### config.mk
export PLATFORM = sky130hd
export DESIGN_NAME = ram_bus_arbiter
export DESIGN_NICKNAME = d
export VERILOG_FILES = /design/src/rtl/mem_pkg.sv /design/src/rtl/ram_lane_decode.sv /design/src/rtl/ram_bus_arbiter.sv
export SDC_FILE = /design/constraint.sdc
export NUM_CORES = 1
export LEC_CHECK = 0
export ABC_AREA = 1
export CAP_MARGIN = 5
export CORE_AREA = 10 10 62 64
export CTS_CLUSTER_SIZE = 30
export DETAILED_ROUTE_END_ITERATION = 10
export DIE_AREA = 0 0 72 74
export MAX_ROUTING_LAYER = met4
export PLACE_DENSITY = 0.74
export REMOVE_ABC_BUFFERS = 1
export SLEW_MARGIN = 10
export SYNTH_ARGS = -nofsm -noshare
export SYNTH_HDL_FRONTEND = slang
export SYNTH_SLANG_ARGS = --single-unit
### constraint.sdc
create_clock -name sysClk -period 1.3 [get_ports sysClk]
set_input_delay 0.13 -clock sysClk [delete_from_list [all_inputs] [get_ports sysClk]]
set_output_delay 0.13 -clock sysClk [all_outputs]
set_load 0.02 [all_outputs]
### src/rtl/mem_pkg.sv
`default_nettype none
// ============================================================================
//  Module   : mem_pkg
//  Purpose  : Shared types, bus-cycle constants and helpers for the RAM bus
//             arbiter (CPU vs. secondary master on the 32-bit RAM port).
//  Revision : 1.0  initial release
// ============================================================================
package mem_pkg;

    // Arbiter sequencing states; explicit 4-bit encoding
    typedef enum logic [3:0] {
        IDLE     = 4'd0,
        CPU_ACT  = 4'd1,
        CPU_WAIT = 4'd2,
        CPU_TERM = 4'd3,
        CPU_END  = 4'd4,
        DMA_ACT  = 4'd5,
        DMA_WAIT = 4'd6,
        DMA_TERM = 4'd7,
        DMA_END  = 4'd8
    } arbState_t;

    // Which master received the most recent grant (round-robin tie break)
    typedef enum logic {
        OWN_CPU = 1'b0,
        OWN_DMA = 1'b1
    } owner_t;

    // 68030 SIZ1:SIZ0 transfer sizes
    localparam logic [1:0] SIZ_LONG  = 2'b00;
    localparam logic [1:0] SIZ_BYTE  = 2'b01;
    localparam logic [1:0] SIZ_WORD  = 2'b10;
    localparam logic [1:0] SIZ_3BYTE = 2'b11;

    // FC1:FC0 codes that denote ordinary data/program accesses; 00 and 11
    // (CPU space / interrupt acknowledge) never touch RAM
    localparam logic [1:0] FC_DATA = 2'b01;
    localparam logic [1:0] FC_PROG = 2'b10;

    // Number of bytes moved by a transfer of the given SIZ encoding
    function automatic logic [2:0] bytesFromSiz(input logic [1:0] s);
        logic [2:0] n;
        case (s)
            SIZ_LONG:  n = 3'd4;
            SIZ_BYTE:  n = 3'd1;
            SIZ_WORD:  n = 3'd2;
            SIZ_3BYTE: n = 3'd3;
            default:   n = 3'd4;
        endcase
        return n;
    endfunction

endpackage
`default_nettype wire

### src/rtl/ram_lane_decode.sv
`default_nettype none
// ============================================================================
//  Module   : ram_lane_decode
//  Purpose  : Combinational byte-lane enable decode for CPU accesses to the
//             32-bit RAM port. Reads enable all lanes; writes enable the
//             lanes covered by A1:A0 and the transfer size, clipped at lane 3.
//             laneEn[3] corresponds to D31:24 (lane 0).
//  Revision : 1.0  initial release
// ============================================================================
module ram_lane_decode
    import mem_pkg::*;
(
    input  logic [1:0] addrLow,
    input  logic [1:0] siz,
    input  logic       RnW,
    output logic [3:0] laneEn
);

    logic [3:0] first_lane;
    logic [3:0] end_lane;

    assign first_lane = {2'b00, addrLow};
    assign end_lane   = first_lane + {1'b0, bytesFromSiz(siz)};

    // Enable lane k when it lies in [first_lane, end_lane); reads take all lanes
    always_comb begin
        laneEn = 4'h0;
        for (int k = 0; k < 4; k++) begin
            if (RnW || ((4'(k) >= first_lane) && (4'(k) < end_lane))) begin
                laneEn[2'(3 - k)] = 1'b1;
            end
        end
    end

endmodule
`default_nettype wire

### src/rtl/ram_bus_arbiter.sv
`default_nettype none
// ============================================================================
//  Module   : ram_bus_arbiter
//  Purpose  : Shares the 32-bit RAM between the CPU and one secondary master.
//             Round-robin arbitration in IDLE, byte-lane chip enables,
//             read/write strobes, programmable wait states, 32-bit DSACK
//             termination for the CPU and a one-clock ack for the secondary.
//             Every output is a flop.
//  Revision : 1.0  initial release
// ============================================================================
module ram_bus_arbiter
    import mem_pkg::*;
#(
    parameter int WAIT_STATES = 2
) (
    input  logic       sysClk,
    input  logic       sysReset,
    input  logic       nAS,
    input  logic       addr31,
    input  logic [1:0] addrLow,
    input  logic [1:0] siz,
    input  logic       RnW,
    input  logic [1:0] cpuFC,
    input  logic       dmaReq,
    input  logic       dmaRnW,
    input  logic [3:0] dmaBe,
    output logic       dmaGnt,
    output logic       dmaAck,
    output logic       ramAddrSel,
    output logic [3:0] nRamCE,
    output logic       nMemRd,
    output logic       nMemWr,
    output logic [1:0] nDsack
);

    // Legal range is 0..7, so the counter is three bits wide
    localparam logic [2:0] WAIT_LOAD = 3'(WAIT_STATES);

    arbState_t  state;
    arbState_t  state_next;
    owner_t     last_grant;
    owner_t     last_grant_next;
    logic [2:0] wait_cnt;
    logic [2:0] wait_cnt_next;

    logic       cpu_req;
    logic [3:0] lane_en;

    logic [3:0] ce_next;
    logic       rd_next;
    logic       wr_next;
    logic [1:0] dsack_next;
    logic       gnt_next;
    logic       ack_next;
    logic       sel_next;

    // Only user/supervisor data and program cycles below A31 are RAM cycles
    assign cpu_req = !nAS && !addr31 && ((cpuFC == FC_DATA) || (cpuFC == FC_PROG));

    ram_lane_decode u_lane_decode (
        .addrLow (addrLow),
        .siz     (siz),
        .RnW     (RnW),
        .laneEn  (lane_en)
    );

    // State, wait counter, grant history and all output flops
    always_ff @(posedge sysClk) begin
        if (sysReset) begin
            state      <= IDLE;
            last_grant <= OWN_DMA;
            wait_cnt   <= 3'd0;
            nRamCE     <= 4'hF;
            nMemRd     <= 1'b1;
            nMemWr     <= 1'b1;
            nDsack     <= 2'b11;
            dmaGnt     <= 1'b0;
            dmaAck     <= 1'b0;
            ramAddrSel <= 1'b0;
        end else begin
            state      <= state_next;
            last_grant <= last_grant_next;
            wait_cnt   <= wait_cnt_next;
            nRamCE     <= ce_next;
            nMemRd     <= rd_next;
            nMemWr     <= wr_next;
            nDsack     <= dsack_next;
            dmaGnt     <= gnt_next;
            dmaAck     <= ack_next;
            ramAddrSel <= sel_next;
        end
    end

    // Next-state: arbitration in IDLE, wait sequencing, CPU abort on nAS high
    always_comb begin
        state_next      = state;
        last_grant_next = last_grant;
        wait_cnt_next   = wait_cnt;
        case (state)
            IDLE: begin
                if (cpu_req && (!dmaReq || (last_grant == OWN_DMA))) begin
                    state_next      = CPU_ACT;
                    last_grant_next = OWN_CPU;
                end else if (dmaReq) begin
                    state_next      = DMA_ACT;
                    last_grant_next = OWN_DMA;
                end
            end
            CPU_ACT: begin
                if (nAS) begin
                    state_next = IDLE;
                end else begin
                    wait_cnt_next = WAIT_LOAD;
                    state_next    = (WAIT_LOAD == 3'd0) ? CPU_TERM : CPU_WAIT;
                end
            end
            CPU_WAIT: begin
                if (nAS) begin
                    state_next = IDLE;
                end else begin
                    wait_cnt_next = wait_cnt - 3'd1;
                    if (wait_cnt <= 3'd1) begin
                        state_next = CPU_TERM;
                    end
                end
            end
            CPU_TERM: begin
                state_next = nAS ? IDLE : CPU_END;
            end
            CPU_END: begin
                if (nAS) begin
                    state_next = IDLE;
                end
            end
            DMA_ACT: begin
                wait_cnt_next = WAIT_LOAD;
                state_next    = (WAIT_LOAD == 3'd0) ? DMA_TERM : DMA_WAIT;
            end
            DMA_WAIT: begin
                wait_cnt_next = wait_cnt - 3'd1;
                if (wait_cnt <= 3'd1) begin
                    state_next = DMA_TERM;
                end
            end
            DMA_TERM: begin
                state_next = DMA_END;
            end
            DMA_END: begin
                state_next = IDLE;
            end
            default: begin
                state_next = IDLE;
            end
        endcase
    end

    // Output values to be registered, chosen by the state being entered
    always_comb begin
        ce_next    = nRamCE;
        rd_next    = nMemRd;
        wr_next    = nMemWr;
        dsack_next = nDsack;
        gnt_next   = dmaGnt;
        ack_next   = 1'b0;
        sel_next   = ramAddrSel;
        case (state_next)
            IDLE: begin
                // ramAddrSel is left alone so the mux only flips on a new grant
                ce_next    = 4'hF;
                rd_next    = 1'b1;
                wr_next    = 1'b1;
                dsack_next = 2'b11;
                gnt_next   = 1'b0;
            end
            CPU_ACT: begin
                sel_next = 1'b0;
                ce_next  = ~lane_en;
                rd_next  = !RnW;
                wr_next  = RnW;
            end
            CPU_TERM: begin
                dsack_next = 2'b00;
            end
            CPU_END: begin
                wr_next = 1'b1;
            end
            DMA_ACT: begin
                sel_next = 1'b1;
                gnt_next = 1'b1;
                ce_next  = dmaRnW ? 4'h0 : ~dmaBe;
                rd_next  = !dmaRnW;
                wr_next  = dmaRnW;
            end
            DMA_TERM: begin
                ack_next = 1'b1;
                wr_next  = 1'b1;
            end
            DMA_END: begin
                ce_next  = 4'hF;
                rd_next  = 1'b1;
                gnt_next = 1'b0;
            end
            default: begin
                // wait states hold the current outputs
            end
        endcase
    end

endmodule
`default_nettype wire

# Yosys cells after proc, flatten, opt, wreduce, memory -nomap -nowiden
# Cells that the tools add are included.
[word_totals]
ff_bits = 19
out_inout_bits = 11
wordCells = 92
[classes]
addsub = 2
n_lt_le_gt_ge = 5
eq_ne = 20
mux = 25
bitwise = 2
reduce_logical = 28
[op_table]
columns = ["operator", "n"]
rows = [
  ["4-bit case mux with 8 select lines", 1],
  ["4-bit by 3-bit == test with 1-bit output (second input constant)", 7],
  ["4-bit 2-to-1 mux", 7],
  ["3-bit case mux with 4 select lines", 2],
  ["4-bit by 2-bit == test with 1-bit output (second input constant)", 3],
  ["4-bit case mux with 3 select lines", 1],
  ["3-bit 2-to-1 mux", 3],
  ["4-bit by 1-bit == test with 1-bit output (second input constant)", 2],
  ["4-bit logical NOT", 2],
  ["2-bit by 4-bit less-than comparator with 1-bit output (first input constant)", 2],
  ["2-bit nonzero test", 4],
  ["2-bit == test (second input constant)", 3],
  ["1-bit case mux with 3 select lines", 2],
  ["3-bit nonzero test", 2],
  ["1-bit logical AND", 5],
  ["1-bit logical NOT", 5],
  ["1-bit 2-to-1 mux", 5],
  ["2-bit by 3-bit adder with 4-bit output", 1],
  ["2-bit by 1-bit == test with 1-bit output (second input constant)", 2],
  ["4-bit == test (second input constant)", 1],
  ["2-bit greater-or-equal comparator (first input constant)", 2],
  ["1-bit logical OR", 4],
  ["2-bit inequality test (second input constant)", 2],
  ["2-bit NOT with 4-bit output", 1],
  ["12 further kinds", 13],
]

# Depth between registers and ports, before layout
# Gate-level depths: netlist (run 1).
[depth]
word_depth = 9
depth_mapped = 13

# Hierarchy
# From an unflattened synthesis (run 1), not the netlist that was laid out.
[unflattened]
hier_cells = 167
hier_area_um2 = 1104.8
[by_module_without_submodules]
columns = ["mod", "n_inst", "cells_per_inst", "area_per_inst_um2"]
rows = [
  ["ram_bus_arbiter", 1, 147, 978.4],
  ["ram_lane_decode", 1, 20, 126.4],
]

# Worst setup path after synthesis (run 1)
# Ideal clock, no wire load.
[synth_path]
kind = "input to register"
from = "input port siz[0]"
to = "register nRamCE[1]"
setup_time_ps = 58
arrival_time_ps = 1342
required_time_ps = 1242
slack_ps = -100
stages = 13
n_path_buf = 1
cell_sequence = "clkbuf_1 ha_1 inv_1 fa_1 nor2_1 nand3_1 nand2_1 nand2_1 a21oi_1 nand3_1 nand2_1 nand2_1 nand2_1"
[synth_via]
elab_chain_cells = 9
word_cells_on_any_way = 12
classes_between = "add/sub (1); order compare (1); eq/ne (3); mux (3); bitwise (1); reduce/logical (3)"
[synth_lines]
columns = ["element", "line", "source"]
rows = [
  ["from (decl)", "ram_bus_arbiter.sv:21", "input logic [1:0] siz,"],
  ["2-bit == test, or another cell as far along", "mem_pkg.sv:43", "case (s)"],
  ["3-bit case mux with 4 select lines (*)", "mem_pkg.sv:43", ""],
  ["2-bit by 3-bit adder with 4-bit output (*)", "ram_lane_decode.sv:23", "assign end_lane = first_lane + {1'b0, bytesFromSiz(siz)};"],
  ["2-bit by 4-bit less-than comparator with 1-bit output (*)", "ram_lane_decode.sv:29", "if (RnW || ((4'(k) >= first_lane) && (4'(k) < end_lane))) begin"],
  ["1-bit logical AND (*)", "ram_lane_decode.sv:29", ""],
  ["1-bit logical OR (*)", "ram_lane_decode.sv:29", ""],
  ["1-bit 2-to-1 mux (*)", "ram_lane_decode.sv:29", ""],
  ["2-bit NOT with 4-bit output (*)", "ram_bus_arbiter.sv:177", "ce_next = ~lane_en;"],
  ["4-bit case mux with 3 select lines (*)", "ram_bus_arbiter.sv:166", "case (state_next)"],
  ["to (signal assigned)", "ram_bus_arbiter.sv:84", "nRamCE <= ce_next;"],
  ["to (decl)", "ram_bus_arbiter.sv:30", "output logic [3:0] nRamCE,"],
]
# Every way passes the cells marked *; elsewhere a longest branch is shown, timed or not.
# A chain may end at the register's enable or synchronous reset.

# Worst setup path in the final report (run 1)
[layout_path]
from = "register state[2]"
to = "register nRamCE[1]"
[layout_via]
elab_chain_cells = 6
word_cells_on_any_way = 22
classes_between = "eq/ne (10); mux (8); reduce/logical (4)"
[layout_lines]
columns = ["element", "line", "source"]
rows = [
  ["from (decl)", "ram_bus_arbiter.sv:39", "arbState_t state;"],
  ["from (signal assigned)", "ram_bus_arbiter.sv:81", "state <= state_next;"],
  ["4-bit 2-to-1 mux (on tied branches)", "ram_bus_arbiter.sv:122, ram_bus_arbiter.sv:104", ""],
  ["4-bit 2-to-1 mux (on tied branches)", "ram_bus_arbiter.sv:118, ram_bus_arbiter.sv:101", ""],
  ["4-bit case mux with 8 select lines (*)", "ram_bus_arbiter.sv:99", "case (state)"],
  ["4-bit == test or 4-bit logical NOT (tied branches)", "ram_bus_arbiter.sv:166", ""],
  ["2-bit OR reduction (no line)", "n/a", ""],
  ["4-bit case mux with 3 select lines or 3-bit nonzero test (tied branches)", "n/a", ""],
]
# Marks and branches as above.

==> out/results.tsv, run 1 <==
metric	value	unit
# setup viols final	8	
IO buf count	27	
slowest CP cell	dfxtp_2	
drt initial violations	37	
arrival time worst endpoint	1.62	ns
Initial Utilization	41.1	%
Syn Area/Cell	6.83	um2
CTS tree	built	
mapped cell area	1090	um2
DR WL/cell	12.5	um
vias in the first global route	1221	
Post-Syn Instances	160	
pins over their slew limit	0	
Sw Share	36.4	%
CP max FO	5	
Worst path top cell family by delay	simple AND/OR/NAND/NOR gates	
largest net degree at the start of global routing	11	
yosys warns	0	
Final period util	106	%
Place WS	-0.654	ns
r2r setup slk	-0.08	ns
WHS	0.408	ns
num rows	19	
CP Cell Sequence	inv_2, buf_6, nand2_8, nor2_4, nand2_2, nand2_2, nor2_4, nand3_4, nand2_1, inv_1, nand2_1, nand2_1, nand2_1	
Final #Nets	238	
area growth from synthesis to layout	56.8	%
die area	5330	um2
Max Cap Viol	0	
clock share of power	19.4	%
initial antenna violation count	0	
worst min path class	input pin to register	
router iterations before antenna repair	4	
ANT nets after route	0	
fraction of layout cells with a size suffix above 1	34.9	%
die height	74	um
Core Area	2660	um2
Reg clk slew, reported paths	0.11	ns
DRC	0	
DPL Wire Length	2390	um
clk buf depth	2	
Tot GR Track Use	11.7	%
Worst path max stage delay	0.36	ns
sequential share of power	36.7	%
Placer Congestion	0.876	
register area share after synthesis	33.0	%
Period minus WS final	1.38	ns
Startpoint Class	register	
vias	1156	
endpoint class of the critical path	register	
Cell variety after synth	25	
Final Hold Vio Count	0	
Slew @ Worst Pin	0.265	ns
Routed WL	3080	um
Rel. slew slack	82.3	%
CP most frequent cell	nand2_1	
hold path start	addrLow[0]	
Worst Skew	0.00102	ns
internal cell power	1150	uW
CTS H-Tree Depth	1	
RSZ-0062 raised after global routing	yes	
Pleak	0.000824	uW
Peak Freq	0.727	GHz
status	complete, but fails checks	
Crit path buffers/inverters	3	
CTS buffer count	3	
VDD IR max	0.000765	V
Critical R2R Launch	state[2]	
routed via count divided by cell count	4.70	
FF+latch count, synth	18	
worst skew pair latency	0.29	ns
CP Launch Point	state[2]	
power share of the combinational group	44.0	%
die span in x	72	um
Overflow after GRT	0	
Final WS setup	-0.0754	ns
clk sink count	18	
# IOs	28	
Root Buffer	clkbuf_4	
failing checks	negative setup slack	
Design Power	1810	uW
CP required	1.55	ns
Psw	660	uW
Post-CTS Hold Fix Bufs	0	
first-pass GRT wire length	5100	um
power density over the cells	1060	nW/um2
ANT cells	0	
Setup CP Type	register to register	
[sequential cells by signal (all words and copies together), names as in the netlist]
| signal | count |
|---|---|
| nRamCE | 4 |
| last_grant | 1 |
| nDsack | 1 |
| dmaGnt | 1 |
| wait_cnt | 3 |
| ramAddrSel | 1 |
| state | 4 |
| nMemRd | 1 |
| dmaAck | 1 |
| nMemWr | 1 |
[final timing paths]
| kind | endpoint | cells after the start |
|---|---|---|
| worst min register to register | nRamCE[0] | 2 |
| worst min-delay path | nRamCE[1] | 7 |
| worst max register to register | nRamCE[1] | 13 |
| worst max-delay path | nRamCE[1] | 13 |
[routing by layer]
layer / GRT usage [%] / part of all wire (%) / up-vias / wire length [um]
li1: - / - / 609 / -
met1: 13.8 / 47 / 523 / 1450
met2: 20.2 / 49 / 20 / 1510
met3: 1.33 / 2.2 / 4 / 69
met4: 4.30 / 1.4 / 0 / 44
met5: - / 0 / - / 0
[area by class of cell]
type | count | area (um2)
Fill cell | 235 | 948
Multi-Input combinational cell | 109 | 689
Timing Repair Buffer | 55 | 469
Sequential cell | 18 | 372
Inverter | 29 | 109
Tap cell | 31 | 38.8
Clock buffer | 4 | 36.3
[cell usage after synthesis]
| cell | number | area, um2 |
|---|---|---|
| a31oi_1 | 1 | 6.26 |
| nor3_1 | 2 | 10.0 |
| a21oi_2 | 1 | 8.76 |
| nand2_2 | 5 | 31.3 |
| clkbuf_1 | 2 | 7.51 |
| fa_1 | 1 | 20.0 |
| a311oi_1 | 1 | 8.76 |
| nand3_2 | 1 | 10.0 |
| o21ai_2 | 4 | 35.0 |
| o211ai_1 | 3 | 22.5 |
| o21ai_1 | 2 | 10.0 |
| a21oi_1 | 5 | 25.0 |
| buf_4 | 1 | 7.51 |
| nor2_4 | 3 | 33.8 |
| nand2_1 | 34 | 128 |
| nand3b_1 | 1 | 7.51 |
| inv_1 | 29 | 109 |
| nor2_1 | 22 | 82.6 |
| buf_6 | 1 | 11.3 |
| ha_1 | 4 | 50.1 |
| nand3_1 | 9 | 45.0 |
| o21ai_0 | 8 | 40.0 |
| nand3_4 | 1 | 17.5 |
| dfxtp_1 | 18 | 360 |
| nor2_2 | 1 | 6.26 |
[worst min-delay path, stage by stage]
cell and delay, ns:
clkdlybuf4s15_1 0.19, nand2_1 0.09, a21oi_2 0.05, nand3_2 0.06, nand2_1 0.05, nand2_1 0.06, nand2_1 0.05
[cell families (layout without fill, tap and decap cells)]
group	count (synthesis)	count (layout)	share of synthesized area (%)
AND/OR/NAND/NOR	79	79	34.0
buffers and inverters	33	88	12.4
AO/OA/AOI/OAI	25	25	14.3
flip-flops	18	18	33.0
adder cells (fa/ha/maj)	5	5	6.41
[through the flow]
step | instance area [um2] | cells | TNS, ns | utilization, %
6_report | 1710 | 246 | -0.284 | 64.4
5_1_grt | 1710 | 246 | -1.20 | 64.4
4_1_cts | 1660 | 243 | -0.149 | 62.4
3_5_place_dp | 1550 | 237 | -4.35 | 58.2
3_3_place_gp | 1550 | 237 | -4.04 | 58.2
2_1_floorplan | 1070 | 156 | -0.0248 | -
[power groups by stage]
| stage | combinational, uW | sequential, uW | clock, uW |
|---|---|---|---|
| 6_report | 798 | 665 | 351 |
| 5_1_grt | 879 | 673 | 382 |
| 4_1_cts | 767 | 668 | 364 |
| 3_5_place_dp | 726 | 676 | 0 |
| 3_3_place_gp | 714 | 672 | 0 |
| 2_1_floorplan | 341 | 724 | 0 |
[cells in the final DEF (no fill, tap or decap), types with 2 or more instances in the layout]
cell type,count
o21ai_1,4
a21oi_2,2
o21ai_2,5
nand3_1,8
a21oi_1,4
nand2_4,3
buf_4,26
clkbuf_4,3
nor2_2,4
clkdlybuf4s15_1,2
nand2_1,30
dfxtp_4,2
buf_6,2
nor2_4,6
inv_1,23
clkdlybuf4s50_1,10
nor2_1,16
dlygate4sd2_1,15
o211ai_1,3
ha_1,3
o21ai_0,5
nand2_2,5
nand3_2,2
inv_2,6
dfxtp_2,3
dfxtp_1,13
[timing repair]
| action | in CTS | in global routing |
|---|---|---|
| endpoints found under the setup margin | 21 | 12 |
| pin swaps | 16 | 18 |
| setup buffers | 2 | 3 |
| gates resized for setup | 50 | 11 |
Power figures use the tool's default switching activity.
==> inputs of run 2 (changes only) <==
CORE_AREA = 10 10 64 66   (was 10 10 62 64)
DIE_AREA = 0 0 74 76   (was 0 0 72 74)
PLACE_DENSITY = 0.69   (was 0.74)
==> run 2 against run 1 <==
Net effect: the flow still finishes with violations (negative setup slack); setup slack worse by 0.0017 ns; clock power fell by 21%; sequential power hardly changed; critical path type unchanged; critical endpoint unchanged; die area up 5.6%; final area up 3.0%.
==> out/results.tsv, run 2 (synthesis gave the netlist of run 1 again) <==
metric	value	unit	change
status	complete, but fails checks		unchanged
failing checks	negative setup slack		unchanged
worst min path class	input pin to register		unchanged
Setup CP Type	register to register		unchanged
Tot GR Track Use	11.9	%	was 11.7%
die span in x	74	um	was 72 um
filler instances	295		was 235
Worst Skew	0.00335	ns	was 0.00102 ns
vias	1187		was 1156
endpoint class of the critical path	register		unchanged
first-pass GRT wire length	5370	um	was 5100 um
vias in the first global route	1245		was 1221
Pleak	0.000847	uW	was 0.000824 uW
largest net degree at the start of global routing	10		was 11
r2r worst-path depth	11		was 13
Worst setup endpoint	nRamCE[1]		unchanged
CTS H-Tree Depth	1		unchanged
area growth from synthesis to layout	61.4	%	was 56.8%
arrival time worst endpoint	1.57	ns	was 1.62 ns
Overflow after GRT	0		unchanged
CP max FO	4		was 5
pins over their slew limit	0		unchanged
router iterations before antenna repair	4		unchanged
num rows	20		was 19
die height	76	um	was 74 um
# setup viols final	7		was 8
DR WL/cell	12.8	um	was 12.5 um
drt initial violations	34		was 37
Design Area, Final	1770	um2	was 1710 um2
# IOs	28		unchanged
Design Power	1780	uW	was 1810 uW
placed insts	244		was 237
most frequent cells in the layout	nand2_1, buf_4, inv_1		unchanged
CP required	1.50	ns	was 1.55 ns
ANT nets after route	0		unchanged
Peak Freq	0.726	GHz	was 0.727 GHz
IO buf count	27		unchanged
die area	5620	um2	was 5330 um2
CP Launch Point	state[2]		unchanged
DPL Wire Length	2520	um	was 2390 um
ANT cells	0		unchanged
CTS buffer count	3		unchanged
VDD IR max	0.000791	V	was 0.000765 V
Final Hold Vio Count	0		unchanged
Reg clk slew, reported paths	0.10	ns	was 0.11 ns
Placed Area	1590	um2	was 1550 um2
DRC	0		unchanged
initial antenna violation count	0		unchanged
Routed WL	3240	um	was 3080 um
Post-CTS Hold Fix Bufs	0		unchanged
Max Cap Viol	0		unchanged
r2r setup slk	-0.08	ns	about the same
Initial Utilization	37.4	%	was 41.1%
Startpoint Class	register		unchanged
worst skew pair latency	0.29	ns	about the same
clk buf depth	2		unchanged
fraction of layout cells with a size suffix above 1	34.1	%	was 34.9%
power density over the cells	1010	nW/um2	was 1060 nW/um2
Final #Nets	244		was 238
clk sink count	18		unchanged
Root Buffer	clkbuf_4		unchanged
Final WS setup	-0.0771	ns	was -0.0754 ns
Period minus WS final	1.38	ns	about the same
Critical R2R Launch	state[2]		unchanged
terminus of the critical flop-to-flop path	nRamCE[1]		unchanged
routed via count divided by cell count	4.69		was 4.70
Placer Congestion	0.866		was 0.876
Rel. slew slack	81.6	%	was 82.3%
RSZ-0062 raised after global routing	yes		unchanged
Largest regs	nRamCE (4), state (4), wait_cnt (3)		unchanged
Post-Layout Cell Count	253		was 246
Core Area	2930	um2	was 2660 um2
Final period util	106	%	about the same
Slew @ Worst Pin	0.275	ns	was 0.265 ns
CTS tree	built		unchanged
-- run 2: how the worst min path moves through the flow --
stage	start	cells past startpoint	end	slack, ns
after floorplan	sysReset	1	dmaAck	0.20
after global placement	nRamCE[2]	2	nRamCE[2]	0.46
after detailed placement	nRamCE[0]	2	nRamCE[0]	0.46
after CTS	addrLow[0]	7	nRamCE[1]	0.46
after global routing	addrLow[0]	7	nRamCE[1]	0.44
final	addrLow[0]	7	nRamCE[1]	0.40
-- run 2: area by class of cell --
class,count,area [um2],area share [%]
inverters,29,109,6.17
clock buffers,3,22.5,1.28
multi-input cells,109,698,39.5
well taps,33,41.3,2.34
flip-flops and latches,18,370,21.0
repair buffers,61,524,29.7
-- run 2: repair_timing --
action                                  CTS  global route
endpoints found under the hold margin     0             0
setup buffers                             3             3
cloned                                    0             0
pin swaps                                16            14
resized for setup                        44            14
endpoints found under the setup margin   22            13
-- run 2: critical path, stage by stage, from the launching register on --
cell	delay [ns]
dfxtp_2	0.34
inv_2	0.04
buf_6	0.11
nand2_4	0.09
nor2_4	0.04
nand2_2	0.06
nand2_2	0.07
nor2_4	0.14
buf_4	0.14
a21oi_4	0.06
a21oi_1	0.13
nand2_1	0.06
-- run 2: report_power, final --
| part | total [uW] | switching (uW) | internal [uW] |
|---|---|---|---|
| Sequential | 664 | 43.2 | 621 |
| Clock | 278 | 170 | 108 |
| Combinational | 838 | 452 | 386 |
| Total | 1780 | 665 | 1110 |
-- run 2: metal layers --
| layer | GRT usage [%] | up-vias | routed length (um) |
|---|---|---|---|
| li1 | - | 626 | - |
| met3 | 2.73 | 4 | 141 |
| met1 | 13.7 | 535 | 1490 |
| met2 | 19.0 | 22 | 1560 |
| met4 | 5.04 | 0 | 51 |
| met5 | - | - | 0 |
-- run 2: metrics by stage --
step | worst slack (ns) | setup TNS (ns) | util, % | hold WS, ns
global route | -0.164 | -1.55 | 60.3 | 0.437
detailed placement | -0.663 | -4.67 | 54.3 | 0.462
finish | -0.0771 | -0.342 | 60.3 | 0.397
floorplan | -0.0248 | -0.0248 | - | 0.202
global placement | -0.578 | -4.34 | 54.3 | 0.461
CTS | -0.0686 | -0.140 | 57.5 | 0.461
==> inputs of run 3 (changes only) <==
ABC_CLOCK_PERIOD_IN_PS = 1300   (was unset)
CORE_AREA = 10 10 70 60   (was 10 10 64 66)
DIE_AREA = 0 0 80 70   (was 0 0 74 76)
PLACE_DENSITY = 0.7   (was 0.69)
==> run 3 against run 2 <==
Net effect: the run still ends with negative setup slack left; via count grew 2.4%; first-iteration DRC count is 76% higher; global-route usage up 0.60 points; routed wire length increased by 8.7%; clock skew shrank 0.0026 ns; final cell count rose by 0.40%; maximum frequency decreased by 1.2%; count of clock-buffer cells in the layout unchanged; combinational power down 5.7%; sequential power about the same; critical path depth increased by 1.
==> out/results.tsv, run 3 (synthesis gave the netlist of run 1 again) <==
metric	value	unit	change
Worst path max stage delay	0.36	ns	was 0.34 ns
Setup CP Type	register to register		unchanged
Peak Freq	0.718	GHz	was 0.726 GHz
CTS H-Tree Depth	1		unchanged
WHS	0.341	ns	was 0.397 ns
ANT cells	0		unchanged
slowest CP cell	dfxtp_2		unchanged
die span in x	80	um	was 74 um
DR WL/cell	13.9	um	was 12.8 um
Post-Layout Cell Count	254		was 253
num rows	18		was 20
Worst Skew	0.000786	ns	was 0.00335 ns
placed insts	247		was 244
router iterations before antenna repair	4		unchanged
CTS tree	built		unchanged
Final Hold Vio Count	0		unchanged
arrival time worst endpoint	1.58	ns	was 1.57 ns
Routed WL	3520	um	was 3240 um
first-pass GRT wire length	5660	um	was 5370 um
Final #Nets	238		was 244
Rel. slew slack	79.1	%	was 81.6%
Worst path top cell family by delay	simple AND/OR/NAND/NOR gates		unchanged
Tot GR Track Use	12.5	%	was 11.9%
# setup viols final	9		was 7
CP required	1.49	ns	was 1.50 ns
routed via count divided by cell count	4.78		was 4.69
DPL Wire Length	2550	um	was 2520 um
initial antenna violation count	0		unchanged
RSZ-0062 raised after global routing	yes		unchanged
CTS buffer count	3		unchanged
area growth from synthesis to layout	55.7	%	was 61.4%
# IOs	28		unchanged
vias	1215		was 1187
vias in the first global route	1272		was 1245
worst skew pair latency	0.28	ns	was 0.29 ns
pins over their slew limit	0		unchanged
Core Area	2930	um2	unchanged
drt initial violations	60		was 34
CP max FO	5		was 4
CP most frequent cell	nand2_1		
ANT nets after route	0		unchanged
Root Buffer	clkbuf_4		unchanged
Sum Neg Setup Slack	-0.439	ns	was -0.342 ns
Largest regs	nRamCE (4), state (4), wait_cnt (3)		unchanged
Overflow after GRT	0		unchanged
fraction of layout cells with a size suffix above 1	34.1	%	about the same
die height	70	um	was 76 um
Initial Utilization	37.4	%	unchanged
largest net degree at the start of global routing	10		unchanged
Startpoint Class	register		unchanged
Period minus WS final	1.39	ns	was 1.38 ns
Place WS	-0.708	ns	was -0.663 ns
Max Cap Viol	0		unchanged
power density over the cells	1020	nW/um2	was 1010 nW/um2
clk buf depth	2		unchanged
most common cell after layout, fill and taps aside	nand2_1		
VDD IR max	0.000576	V	was 0.000791 V
Pleak	0.000815	uW	was 0.000847 uW
status	complete, but fails checks		unchanged
Slew @ Worst Pin	0.311	ns	was 0.275 ns
clk sink count	18		unchanged
DRC	0		unchanged
Final period util	107	%	was 106%
CP Cell Sequence	inv_2, buf_6, nand2_4, nor2_4, nand2_2, nand2_2, nor2_4, nand3_4, nand3_1, nand2_1, nand2_1, nand2_1		was inv_2, buf_6, nand2_4, nor2_4, nand2_2, nand2_2, nor2_4, buf_4, a21oi_4, a21oi_1, nand2_1
die area	5600	um2	was 5620 um2
Placer Congestion	0.916		was 0.866
Crit path buffers/inverters	2		was 3
worst min path class	input pin to register		unchanged
endpoint class of the critical path	register		unchanged
Reg clk slew, reported paths	0.10	ns	about the same
Final WS setup	-0.0937	ns	was -0.0771 ns
failing checks	negative setup slack		unchanged
IO buf count	27		unchanged
most frequent cells in the layout	nand2_1, inv_1, buf_4		was nand2_1, buf_4, inv_1
-- run 3: cell count changes in the layout (fill, tap and decap cells not counted), sizes merged --
cell,change
buf,-6
dlygate4sd2,+2
clkdlybuf4s50,-2
clkdlybuf4s15,-1
clkbuf,+1
-- run 3: worst paths after layout --
check              from   endpoint  slack (ns)  depth (start not counted)
max            state[2]  nRamCE[1]       -0.09                         12
min          addrLow[0]  nRamCE[1]        0.34                          7
max reg2reg    state[2]  nRamCE[1]       -0.09                         12
min reg2reg   nRamCE[3]  nRamCE[3]        0.49                          2
-- run 3: timing repair --
action	CTS	global route
resized for setup	53	8
pin swaps	15	4
buffers inserted	3	1
setup endpoints to repair	23	14
hold buffers	0	0
-- run 3: cell type report --
cell class | count | area [um2]
Tap cell | 40 | 50.0
Timing Repair Buffer | 55 | 467
Clock buffer | 3 | 22.5
Sequential cell | 18 | 373
Fill cell | 265 | 1220
Inverter | 29 | 109
Multi-Input combinational cell | 109 | 682
-- run 3: worst register-to-register path, cell delays in order (launching register included) --
cell	delay (ns)
dfxtp_2	0.36
inv_2	0.05
buf_6	0.11
nand2_4	0.07
nor2_4	0.04
nand2_2	0.06
nand2_2	0.06
nor2_4	0.16
nand3_4	0.14
nand3_1	0.10
nand2_1	0.05
nand2_1	0.05
nand2_1	0.05
-- run 3: metrics by stage --
stage,cell area (um2),utilization (%),total power (uW)
2_1_floorplan,1070,-,1060
3_3_place_gp,1570,53.5,1380
3_5_place_dp,1570,53.5,1400
4_1_cts,1680,57.4,1710
5_1_grt,1700,58.2,1840
6_report,1700,58.2,1730
-- run 3: where the power goes --
group	switching [uW]	leakage (uW)	internal, uW	total, uW
Sequential	45.5	0.000151	620	665
Clock	168	0.0000138	107	275
Combinational	444	0.000650	346	790
Total	657	0.000815	1070	1730
-- run 3: layer usage --
| metal | global-route usage [%] | vias to the layer above | share of wire [%] |
|---|---|---|---|
| li1 | - | 611 | - |
| met1 | 13.8 | 558 | 42 |
| met2 | 21.6 | 38 | 52 |
| met3 | 2.30 | 8 | 3.6 |
| met4 | 4.69 | 0 | 2.2 |
| met5 | - | - | 0 |
